<file path="src/rtl/matmul_job_ctrl.sv">
// Job sequencer for the matrix_mult core: streams operands in, runs the multiplier
// for a fixed latency, captures the result matrix and streams it back out.
module matmul_job_ctrl #(
    parameter int N        = 3,
    parameter int BitWidth = 8,
    parameter int LATENCY  = 8
) (
    input  logic                          clk,
    input  logic                          reset,
    input  logic                          in_valid,
    output logic                          in_ready,
    input  logic [BitWidth-1:0]           in_a,
    input  logic [BitWidth-1:0]           in_b,
    output logic                          out_valid,
    input  logic                          out_ready,
    output logic [2*BitWidth-1:0]         out_data,
    output logic                          out_last,
    output logic [N*N*BitWidth-1:0]       mm_a,
    output logic [N*N*BitWidth-1:0]       mm_b,
    input  logic [N*N*2*BitWidth-1:0]     mm_c,
    output logic                          mm_clear,
    output logic                          mm_enable,
    output logic                          busy,
    output logic                          done
);

    localparam int NN    = N * N;
    localparam int RW    = 2 * BitWidth;
    localparam int IDX_W = (NN > 1) ? $clog2(NN) : 1;
    localparam int LAT_W = $clog2(LATENCY + 1);
    localparam logic [IDX_W-1:0] LAST_IDX = IDX_W'(NN - 1);
    localparam logic [LAT_W-1:0] LAT_END  = LAT_W'(LATENCY);

    typedef enum logic [1:0] {S_IDLE, S_LOAD, S_COMPUTE, S_DRAIN} state_t;

    state_t               r_state;
    logic [IDX_W-1:0]     r_idx;
    logic [LAT_W-1:0]     r_lat;
    logic [BitWidth-1:0]  r_a [NN];
    logic [BitWidth-1:0]  r_b [NN];
    logic [RW-1:0]        r_c [NN];
    logic                 r_in_ready;
    logic                 r_out_valid;
    logic [RW-1:0]        r_out_data;
    logic                 r_out_last;
    logic                 r_mm_clear;
    logic                 r_mm_enable;
    logic                 r_busy;
    logic                 r_done;
    logic [IDX_W-1:0]     w_idx_nxt;

    assign w_idx_nxt = r_idx + IDX_W'(1);

    always_ff @(posedge clk or negedge reset) begin
        if (!reset) begin
            r_state     <= S_IDLE;
            r_idx       <= '0;
            r_lat       <= '0;
            r_in_ready  <= 1'b0;
            r_out_valid <= 1'b0;
            r_out_data  <= '0;
            r_out_last  <= 1'b0;
            r_mm_clear  <= 1'b0;
            r_mm_enable <= 1'b0;
            r_busy      <= 1'b0;
            r_done      <= 1'b0;
            for (int k = 0; k < NN; k++) begin
                r_a[k] <= '0;
                r_b[k] <= '0;
                r_c[k] <= '0;
            end
        end else begin
            r_mm_clear <= 1'b0;
            r_done     <= 1'b0;
            case (r_state)
                S_IDLE, S_LOAD: begin
                    r_in_ready <= 1'b1;
                    if (in_valid && r_in_ready) begin
                        r_a[r_idx] <= in_a;
                        r_b[r_idx] <= in_b;
                        r_busy     <= 1'b1;
                        if (r_idx == LAST_IDX) begin
                            r_idx      <= '0;
                            r_lat      <= '0;
                            r_in_ready <= 1'b0;
                            r_mm_clear <= 1'b1;
                            r_state    <= S_COMPUTE;
                        end else begin
                            r_idx   <= w_idx_nxt;
                            r_state <= S_LOAD;
                        end
                    end
                end
                // Cycle 0 clears the core; cycles 1..LATENCY enable it; capture at the end of LATENCY.
                S_COMPUTE: begin
                    if (r_lat == LAT_END) begin
                        for (int k = 0; k < NN; k++) begin
                            r_c[k] <= mm_c[k*RW +: RW];
                        end
                        r_lat       <= '0;
                        r_mm_enable <= 1'b0;
                        r_out_valid <= 1'b1;
                        r_out_data  <= mm_c[0 +: RW];
                        r_out_last  <= (LAST_IDX == '0);
                        r_state     <= S_DRAIN;
                    end else begin
                        r_lat       <= r_lat + LAT_W'(1);
                        r_mm_enable <= 1'b1;
                    end
                end
                S_DRAIN: begin
                    if (out_ready) begin
                        if (r_idx == LAST_IDX) begin
                            r_idx       <= '0;
                            r_out_valid <= 1'b0;
                            r_out_data  <= '0;
                            r_out_last  <= 1'b0;
                            r_busy      <= 1'b0;
                            r_done      <= 1'b1;
                            r_in_ready  <= 1'b1;
                            r_state     <= S_IDLE;
                        end else begin
                            r_idx      <= w_idx_nxt;
                            r_out_data <= r_c[w_idx_nxt];
                            r_out_last <= (w_idx_nxt == LAST_IDX);
                        end
                    end
                end
                default: r_state <= S_IDLE;
            endcase
        end
    end

    always_comb begin
        mm_a = '0;
        mm_b = '0;
        for (int k = 0; k < NN; k++) begin
            mm_a[k*BitWidth +: BitWidth] = r_a[k];
            mm_b[k*BitWidth +: BitWidth] = r_b[k];
        end
    end

    assign in_ready  = r_in_ready;
    assign out_valid = r_out_valid;
    assign out_data  = r_out_data;
    assign out_last  = r_out_last;
    assign mm_clear  = r_mm_clear;
    assign mm_enable = r_mm_enable;
    assign busy      = r_busy;
    assign done      = r_done;

endmodule
</file>
<file path="config.mk">
export PLATFORM = sky130hd
export DESIGN_NAME = matmul_job_ctrl
export DESIGN_NICKNAME = d
export VERILOG_FILES = /design/src/rtl/matmul_job_ctrl.sv
export SDC_FILE = /design/constraint.sdc
export NUM_CORES = 1
export LEC_CHECK = 0
export BUFFER_PORTS_ARGS = -buffer_cell sky130_fd_sc_hd__buf_4
export CAP_MARGIN = 5
export CORE_MARGIN = 2
export CORE_UTILIZATION = 58
export CTS_CLUSTER_DIAMETER = 50
export DETAILED_ROUTE_END_ITERATION = 16
export GPL_ROUTABILITY_DRIVEN = 0
export PLACE_DENSITY_LB_ADDON = 0.12
export SYNTH_ARGS = -nofsm -noshare
export SYNTH_HDL_FRONTEND = slang
export SYNTH_SLANG_ARGS = --single-unit
</file>
<file path="constraint.sdc">
create_clock -name clk -period 7.59 [get_ports clk]
set_clock_uncertainty 0.2 [all_clocks]
set_input_delay 1.518 -clock clk [delete_from_list [all_inputs] [get_ports clk]]
set_output_delay 1.518 -clock clk [all_outputs]
set_load 0.05 [all_outputs]
</file>
==> results.md <==
- Inserted Clock Buffers: 36
- Peak fanout along the critical path: between 70 and 80
- TNS Setup: 0 ns
- Top cells by area, synth: dfrtp_1, mux2_2, mux4_2
- Hold path cells: 2
- Synth top area share: roughly 59%
- Via-to-Cell Ratio: roughly 5.7
- Status: finished clean
- Core box area: 22800 µm²
- Number of global-route vias before repair: 9171
- Num ports: roughly 330
- Post-route cell area: around 17000 µm²
- R2r startpoint: r_state[0]$_DFFE_PN0P_
- # placed instances: between 1000 and 1500
- Pre-CTS WS: about 4.0 ns
- Fin. max-slew vios: 0
- Min-delay src: out_last$_DFFE_PN0P_
- # nets final: between 1000 and 1500
- CTS clock-pin slew for the worst setup and hold paths: around 0.060 ns
- PortBufs: 330
- Initial antenna violation count: 0
- Initial DRT Pass Iterations: 4
- Final Hold Vio Count: 0
- Max Cap Viol: 0
- Die H: roughly 160 µm
- DP Area: about 16000 µm²
- Avg Inst Size Synth: 15.3 µm²
- Clk_lat worst skew: about 0.5 ns
- Diodes inserted: 0
- Share of cells above drive strength 1: 59.5%
- Switching pwr: between 3 and 4 mW
- Cell row count: 55
- CTS Sinks: between 300 and 400
- Die X-Extent: 157 µm
- Final setup fails: 0
- Gate Count Post-Synth: ~900
- Maximum clock path buffer count: 3
- Dominant cell type by area after synthesis: dfrtp_1
- Synth async-reset ratio: 100%
- Unrepaired setup endpoints after global routing: no
- Largest net degree at the start of global routing: between 100 and 150
- YS warnings: 0
- Die area: ~25000 µm²
- Synth Net Count: ~1100
- Unique cell type count in the Yosys netlist: 41
- WL per Instance: roughly 21 µm
- Sequential power share: 32.7%
- Htree depth: 2
- Worst path arrival time: 3.78 ns
- Area growth, synth to finish: 28.7%
- HP Class: flop to flop
- Post-DP HPWL: 22900 µm
- CTS-repair resized insts: 0
- Hold Path Sink: out_last$_DFFE_PN0P_
- First-pass GRT wire length: approximately 51000 µm
- Worst setup SP type: flop
- Slew @ Worst Pin: between 1 and 1.5 ns
- Worst setup margin: roughly 4.0 ns
- Top achievable clock speed: 279 MHz
- Relative slew slack: 32.9%
- Starting Density: between 50% and 60%
- Pwr per Cell Area: 456 nW/µm²
- Total grt overflow: 0
- Post-Route WL: 33000 µm
- Reg2reg path depth: 5
- Non-filler cells, final: 1551
- Minimum clock period: approximately 3.6 ns
- DR iter-0 viols: 488
- Hold_buf cts: 0
- Reg-to-Reg End: r_c[16]$_DFFE_PN0P_
- #FFs+latches synth: 321
- Sequential area share after synthesis: about 59%
- CTS tree: built
- Total track usage: between 20% and 30%
- Sw Share: 42.7%
- Post-route DRC: 0
- DRT antenna net count: 0
- Crit path required time: 7.78 ns
- CP startpoint: r_state[0]$_DFFE_PN0P_
- Peak VDD IR: around 0.23 mV
- Combinational share of power: 45.3%
- FF-to-FF setup slack: ~4.0 ns
- Crit. End Element: flop
- Root buffer cell: clkbuf_16
- Synth Flop Type: dfrtp_1
- Vias: between 8000 and 9000
- Mapped cell area: 13500 µm²
- Post-synth EDFFs: 0
- Tcrit/Tclk final: about 47%
- Setup CP Type: flop to flop
- Clock power share: a little over a fifth
- Internal: about 4.5 mW
- Leak: 8.49 nW
- Post-CTS Setup Inserts: 0
==> Yosys cell counts, types with 5 or more instances <==
master / instances
nor2_1: 24
buf_6: 5
nand2_2: 9
nand3_1: 38
buf_4: 5
a21oi_1: 6
a311oi_1: 15
nor2b_1: 16
o21ai_0: 10
mux4_2: 32
ha_1: 6
inv_1: 8
buf_2: 27
mux2_2: 288
clkbuf_1: 11
nand2_1: 11
a31oi_1: 19
dfrtp_1: 321
==> power by group through the flow <==
stage | registers [mW] | clock network, mW | logic [mW]
floorplan | 4.01 | 0 | 1.06
global placement | 2.58 | 0 | 3.57
detailed placement | 2.62 | 0 | 3.62
CTS | 2.59 | 1.78 | 3.62
global route | 2.65 | 1.85 | 3.77
finish | 2.60 | 1.75 | 3.60
==> worst max-delay path, stage by stage (launching register included) <==
cell and delay, ns:
dfrtp_1 0.69, nand2b_1 0.41, nor2_4 0.13, buf_4 0.65, buf_4 0.89, mux2_2 0.42
==> metrics by stage <==
step	power, mW	hold slack [ns]	util [%]
final	7.94	0.300	76.4
after global routing	8.27	0.314	76.4
after CTS	7.99	0.304	76.4
after detailed placement	6.23	0.291	71.1
after global placement	6.15	0.270	71.1
after floorplan	5.08	0.275	-
==> routing by layer <==
| layer | vias to the layer above | wire [µm] | track usage, % |
|---|---|---|---|
| li1 | 3909 | - | - |
| met1 | 4509 | 12700 | 33.8 |
| met2 | 302 | 16800 | 47.0 |
| met3 | 64 | 2460 | 6.95 |
| met4 | 0 | 1080 | 10.5 |
| met5 | - | 0 | 0 |
==> final cells by class <==
cell class,count,area [µm²]
clock buffer,49,1040
clock inverter,15,164
fill,1410,5390
inverter,8,30.0
multi-input combinational,506,5180
sequential,321,8030
tap,313,392
timing repair buffer,339,2550
==> sequential cells by signal, summed over array words and instances (netlist names) <==
signal / cells
mm_b: 72
r_idx: 4
done: 1
out_data: 16
r_lat: 4
busy: 1
mm_clear: 1
out_last: 1
r_state: 2
in_ready: 1
out_valid: 1
r_c: 144
mm_a: 72
mm_enable: 1
==> cells in the final DEF, fill, tap and decap left out, types with 5 or more instances in the layout <==
cell / n
a21oi_1: 6
a311oi_1: 15
a31oi_1: 19
buf_4: 338
clkbuf_1: 5
clkbuf_16: 37
clkbuf_8: 7
clkinv_2: 8
dfrtp_1: 320
ha_1: 5
inv_1: 8
mux2_2: 288
mux4_2: 32
nand2_1: 11
nand2_2: 9
nand3_1: 38
nor2_1: 23
nor2b_1: 16
o21ai_0: 10
==> cells by family after synthesis <==
family | share of synthesized area [%]
flops | 59.4
xor+xnor | 0.130
buf+inv | 2.31
mux | 29.3
compound gates | 3.47
simple gates | 4.77
fa+ha+maj | 0.555
==> worst max-delay path by stage <==
stage	endpoint	slack, ns	cells past startpoint
3_3_place_gp	r_c[26]$_DFFE_PN0P_	4.05	5
5_1_grt	r_c[26]$_DFFE_PN0P_	3.73	5
6_report	r_c[16]$_DFFE_PN0P_	4.00	5
3_5_place_dp	r_c[25]$_DFFE_PN0P_	4.01	5
4_1_cts	r_c[68]$_DFFE_PN0P_	3.97	5
2_1_floorplan	mm_a[0]$_DFFE_PN0P_	4.68	5
(Power assumes the default switching activity.)
